===== src/rtl/capture_seq.sv =====
// Capture sequencer: decimates ADC samples into a circular sample RAM and
// frames PRE_TRIG samples before a level-crossing (or forced) trigger.
module capture_seq #(
    parameter int unsigned DEPTH    = 512,
    parameter int unsigned ADDR_W   = 9,
    parameter int unsigned DATA_W   = 8,
    parameter int unsigned PRE_TRIG = 128,
    parameter int unsigned AUTO_TO  = 1023
) (
    input  logic              sampleClock,
    input  logic              resetN,
    input  logic              adcValid,
    input  logic [DATA_W-1:0] adcData,
    input  logic [DATA_W-1:0] trigLevel,
    input  logic              trigRising,
    input  logic              autoMode,
    input  logic              hold,
    input  logic [5:0]        sampleAdjust,
    input  logic              frameAck,
    output logic              ramWe,
    output logic [ADDR_W-1:0] ramAddr,
    output logic [DATA_W-1:0] ramData,
    output logic [ADDR_W-1:0] frameStart,
    output logic              frameReady,
    output logic              trigged,
    output logic [2:0]        state
);

    localparam int unsigned AUTO_W = (AUTO_TO > 0) ? $clog2(AUTO_TO + 1) : 1;

    localparam logic [ADDR_W-1:0] PRE_LAST  = ADDR_W'(PRE_TRIG - 1);
    localparam logic [ADDR_W-1:0] POST_LAST = ADDR_W'(DEPTH - PRE_TRIG - 2);
    localparam logic [ADDR_W-1:0] PRE_OFS   = ADDR_W'(PRE_TRIG);
    localparam logic [AUTO_W-1:0] AUTO_LAST = AUTO_W'(AUTO_TO);

    typedef enum logic [2:0] {
        S_IDLE  = 3'd0,
        S_PRE   = 3'd1,
        S_ARMED = 3'd2,
        S_POST  = 3'd3,
        S_READY = 3'd4
    } state_t;

    state_t              state_q;
    state_t              state_d;
    logic [5:0]          dec_cnt;
    logic [ADDR_W-1:0]   w_addr;
    logic [ADDR_W-1:0]   pre_cnt;
    logic [ADDR_W-1:0]   post_cnt;
    logic [AUTO_W-1:0]   arm_cnt;
    logic [DATA_W-1:0]   prev;
    logic                prev_valid;
    logic [ADDR_W-1:0]   trig_addr;
    logic                trig_real;

    logic                keep_c;
    logic                capture_c;
    logic                edge_c;
    logic                force_c;

    // Sample qualification, trigger detection and next-state selection
    always_comb begin
        state_d   = state_q;
        keep_c    = adcValid && (dec_cnt >= sampleAdjust);
        capture_c = keep_c && (state_q inside {S_PRE, S_ARMED, S_POST});
        edge_c    = 1'b0;
        force_c   = autoMode && (arm_cnt == AUTO_LAST);

        if (prev_valid) begin
            if (trigRising) begin
                edge_c = (prev < trigLevel) && (adcData >= trigLevel);
            end else begin
                edge_c = (prev > trigLevel) && (adcData <= trigLevel);
            end
        end

        case (state_q)
            S_IDLE:  if (!hold) state_d = S_PRE;
            S_PRE:   if (keep_c && (pre_cnt == PRE_LAST)) state_d = S_ARMED;
            S_ARMED: if (keep_c && (edge_c || force_c)) state_d = S_POST;
            S_POST:  if (keep_c && (post_cnt == POST_LAST)) state_d = S_READY;
            S_READY: if (frameAck) state_d = hold ? S_IDLE : S_PRE;
            default: state_d = S_IDLE;
        endcase
    end

    always_ff @(posedge sampleClock or negedge resetN) begin
        if (!resetN) begin
            state_q <= S_IDLE;
        end else begin
            state_q <= state_d;
        end
    end

    // Decimation, RAM write port, frame counters and frame descriptor
    always_ff @(posedge sampleClock or negedge resetN) begin
        if (!resetN) begin
            dec_cnt    <= '0;
            w_addr     <= '0;
            pre_cnt    <= '0;
            post_cnt   <= '0;
            arm_cnt    <= '0;
            prev       <= '0;
            prev_valid <= 1'b0;
            trig_addr  <= '0;
            trig_real  <= 1'b0;
            ramWe      <= 1'b0;
            ramAddr    <= '0;
            ramData    <= '0;
            frameStart <= '0;
            frameReady <= 1'b0;
            trigged    <= 1'b0;
        end else begin
            if (adcValid) begin
                dec_cnt <= keep_c ? 6'd0 : dec_cnt + 6'd1;
            end

            ramWe <= capture_c;
            if (capture_c) begin
                ramAddr    <= w_addr;
                ramData    <= adcData;
                w_addr     <= w_addr + ADDR_W'(1);
                prev       <= adcData;
                prev_valid <= 1'b1;
            end

            case (state_q)
                S_IDLE, S_READY: begin
                    pre_cnt    <= '0;
                    post_cnt   <= '0;
                    arm_cnt    <= '0;
                    prev_valid <= 1'b0;
                end
                S_PRE: if (keep_c) pre_cnt <= pre_cnt + ADDR_W'(1);
                S_ARMED: begin
                    if (keep_c) begin
                        if (edge_c || force_c) begin
                            trig_addr <= w_addr;
                            trig_real <= edge_c;
                        end else if (arm_cnt != AUTO_LAST) begin
                            arm_cnt <= arm_cnt + AUTO_W'(1);
                        end
                    end
                end
                S_POST: if (keep_c) post_cnt <= post_cnt + ADDR_W'(1);
                default: ;
            endcase

            // Frame descriptor is published only as the frame completes
            if ((state_q == S_POST) && (state_d == S_READY)) begin
                frameStart <= trig_addr - PRE_OFS;
                trigged    <= trig_real;
                frameReady <= 1'b1;
            end else if ((state_q == S_READY) && frameAck) begin
                frameReady <= 1'b0;
            end
        end
    end

    assign state = state_q;

endmodule


===== config.mk =====
export PLATFORM = sky130hd
export DESIGN_NAME = capture_seq
export DESIGN_NICKNAME = d
export VERILOG_FILES = /design/src/rtl/capture_seq.sv
export SDC_FILE = /design/constraint.sdc
export NUM_CORES = 1
export LEC_CHECK = 0
export ABC_AREA = 1
export CORE_MARGIN = 1.5
export CORE_UTILIZATION = 50
export DETAILED_ROUTE_END_ITERATION = 16
export PLACE_DENSITY_LB_ADDON = 0.08
export SLEW_MARGIN = 40
export SYNTH_ARGS = -nofsm -noshare
export SYNTH_HDL_FRONTEND = slang
export SYNTH_SLANG_ARGS = --single-unit

===== constraint.sdc =====
create_clock -name sampleClock -period 1.8 [get_ports sampleClock]
set_input_delay 0.36 -clock sampleClock [delete_from_list [all_inputs] [get_ports sampleClock]]
set_output_delay 0.36 -clock sampleClock [all_outputs]
set_load 0.1 [all_outputs]

==> results of run 1 <==
## per-stage QoR
stage | power [mW] | TNS (ns) | util, %
after floorplan | 5.56 | -2.10 | -
after global placement | 7.27 | -42.28 | 67.6
after detailed placement | 7.35 | -44.26 | 67.6
after CTS | 9.06 | -3.71 | 74.4
after global routing | 10.4 | -13.63 | 81.9
final | 9.97 | -7.68 | 81.9
## registers in the layout (all words and copies together), names as in the netlist
signal      cells
arm_cnt        10
dec_cnt         6
frameReady      1
frameStart      9
post_cnt        9
pre_cnt         9
prev            8
prev_valid      1
ramAddr         9
ramWe           1
state           3
trig_addr       9
trig_real       1
trigged         1
w_addr          9
## cells by family (layout without fill, tap and decap cells)
kind of cell,Yosys count,count (layout)
XOR/XNOR,23,23
buffers and inverters,86,215
AND/OR/NAND/NOR,298,303
AO/OA/AOI/OAI,51,51
adder cells (fa/ha/maj),28,28
flip-flops,86,86
## final cells by class
type / count / area share [%]
well taps: 111 / 1.84
repair buffers: 128 / 21.2
multi-input cells: 405 / 41.2
flip-flops and latches: 86 / 29.1
clock buffers: 9 / 1.65
repair inverters: 1 / 0.116
clock inverters: 7 / 0.981
inverters: 70 / 3.97
## where the power goes
part,switching [mW],internal (mW)
Combinational,3.48,2.26
Clock,0.822,0.547
Sequential,0.460,2.40
## metal layers
metal	vias to the layer above	GRT usage (%)	share of wire [%]
met2	126	42.3	53
met4	0	7.91	2.1
met5	-	0	0
li1	2106	-	-
met3	25	4.39	4.2
met1	2187	30.8	41
## worst max path at each step
stage / to / start / slack [ns]
after floorplan: state[0] / prev[3] / -0.13
after global placement: state[0] / trigLevel[7] / -0.59
after detailed placement: post_cnt[6] / sampleAdjust[5] / -0.64
after CTS: state[0] / prev[3] / -0.12
after global routing: arm_cnt[6] / prev[1] / -0.37
final: arm_cnt[6] / prev[1] / -0.25
## timing repair
action | in CTS | in global routing
pin swaps | 27 | 35
gates resized for setup | 108 | 138
endpoints found under the setup margin | 80 | 80
endpoints found under the hold margin | 23 | 0
hold buffers | 1 | 0
cloned | 6 | 5
buffers inserted | 2 | 9
## cells in the mapped netlist, types with 3 or more instances
cell type  number
nand2_1       163
dfrtp_1        86
inv_1          66
nand3_1        49
nor2_1         35
ha_1           28
xor2_1         20
o21ai_0        19
a21oi_1        14
nor3_1         14
nand4_1        12
buf_2           8
o21ai_1         8
nand2_2         7
nand3b_1        6
buf_4           4
o21a_1          3
xnor2_1         3
## worst max-delay path: stages, from the launching register on
cell and delay (ns):
dfrtp_4 0.50, ha_4 0.28, nand2_2 0.06, nand2_2 0.08
nand2_1 0.06, nand2_1 0.08, nand2_2 0.06, a21oi_2 0.13
nand2_1 0.09, nand2_2 0.08, nand3_1 0.12, nand2_4 0.16
nand2_4 0.10, nand2_1 0.08, nand2_1 0.06
==> flow_summary.ini, run 1 <==
[synthesis]
synth_seq_cells = 86
synth-adder-area-share_pct = 7.45
synth_cell_types = 37
yosysTopAreaCell = dfrtp_1
seq_area_frac_synth_pct = 45.8
yosys-top-cells-area = dfrtp_1 46%, nand2_1 13%, ha_1 7.5%
syn_area_per_cell_um2 = 8.22
synth-simple-area-share_pct = 28.6
yosys.area.top_type_share_pct = 45.8
synth_compound_area_share_pct = 6.09
synth_mux_area_share_pct = 0
yosys_warnings = 0
synth-main-ff-cell = dfrtp_1
syn_inst = 572
synthArstFlopShare_pct = 100
synth_top_family_by_area = simple AND/OR/NAND/NOR gates
synth_edf_count = 0
syn_nets = 629
netlist_area_um2 = 4700
synthXorXnorAreaFrac_pct = 4.28

[run_status]
status = finished with violations
violations = setup timing

[die]
core_um2 = 9200
rows = 35
fp.dieH_um = 100
die_w_um = 100
start_util_pct = 51.1
die-area_um2 = 10000
io_pins = 61

[clock_tree]
clkLatencyLatePin_ns = 0.37
cts_tree = done
cts.path.max_buffers = 2
numClockSinks = 86
cts.reportedPaths.clkPinSlew_ns = 0.10
cts_buffers = 9
h-tree-depth = 3
root_buffer = clkbuf_8

[worst_setup_path]
cp-end-kind = flip-flop
worstReg2RegEnd = arm_cnt[6]
cp_data_required_time_ns = 2.06
crit_type = flip-flop to flip-flop
path_max_fanout = 5
r2r-start = prev[1]
start_kind = flip-flop
r2r_cells = 14
worstPathArrival_ns = 2.31
r2r_slack_ns = -0.25

[final_layout]
final_cells = 817
regArea_um2 = 2190
fill_cells = 537
diodes = 0
layout_commonest_cell = nand2_1
design_area_um2 = 7530
final_cell_mix = 102 x nand2_1, 75 x dfrtp_1, 51 x inv_1
syn2layout_area_growth_pct = 60.1
multi_input_area_um2 = 3100
drive_above_1_share_pct = 43.3
nets = 758

[route]
drc = 0
post_drt_via_cell_ratio = 5.44
num_vias = 4444
drt_iter0_markers = 162
dr.pass1.iters = 5
postRouteAntennaNets = 0
wl_per_cell_um = 16.0
wl_um = 13100

[run]
max_cap_viol_count = 0

[power]
vdd_drop_max_uv = 1480
leakagePower_nw = 3.53
p_per_area_nw_per_um2 = 1320

[grt]
antenna_found_initial = 0
grt_start_max_net_pins = 37
grt_first_pass_wirelength_um = 19400
grt_use_total_pct = 24.3
grt_pass1_vias = 4256
grt_overflow = 0

[hold_path]
min_from = adcData[0]
min_delay_path_depth = 3
hold_path.class = input port to flip-flop
hold_end = prev[0]

[timing]
skew_ns = 0.0132
finalHoldViolCount = 0
slew_viol_final = 0
period_share_pct = 114
setup_violations = 54
max_slew_margin_pct = 57.8
fin_crit_ns = 2.05
fmax_ghz = 0.488
tightest_slew_ns = 0.629
rsz0062_at_grt = yes
holdWs_ns = 0.277
worst_slack_ns = -0.249

[placement]
numPortBuffers = 60
place.gp.congestion = 0.888
hpwlAfterDp_um = 7830
place_ws_ns = -0.638
dp_cells = 778
place_area_um2 = 6220
(Power assumes the default switching activity.)
==> run 2: changes to the inputs <==
--- a/config.mk
+++ b/config.mk
@@ -6,6 +6,7 @@
 export NUM_CORES = 1
 export LEC_CHECK = 0
 export ABC_AREA = 1
+export CAP_MARGIN = 20
 export CORE_MARGIN = 1.5
 export CORE_UTILIZATION = 50
 export DETAILED_ROUTE_END_ITERATION = 16
==> results of run 2 <==
No change in the layout: final DEF, timing and power equal those of run 1.
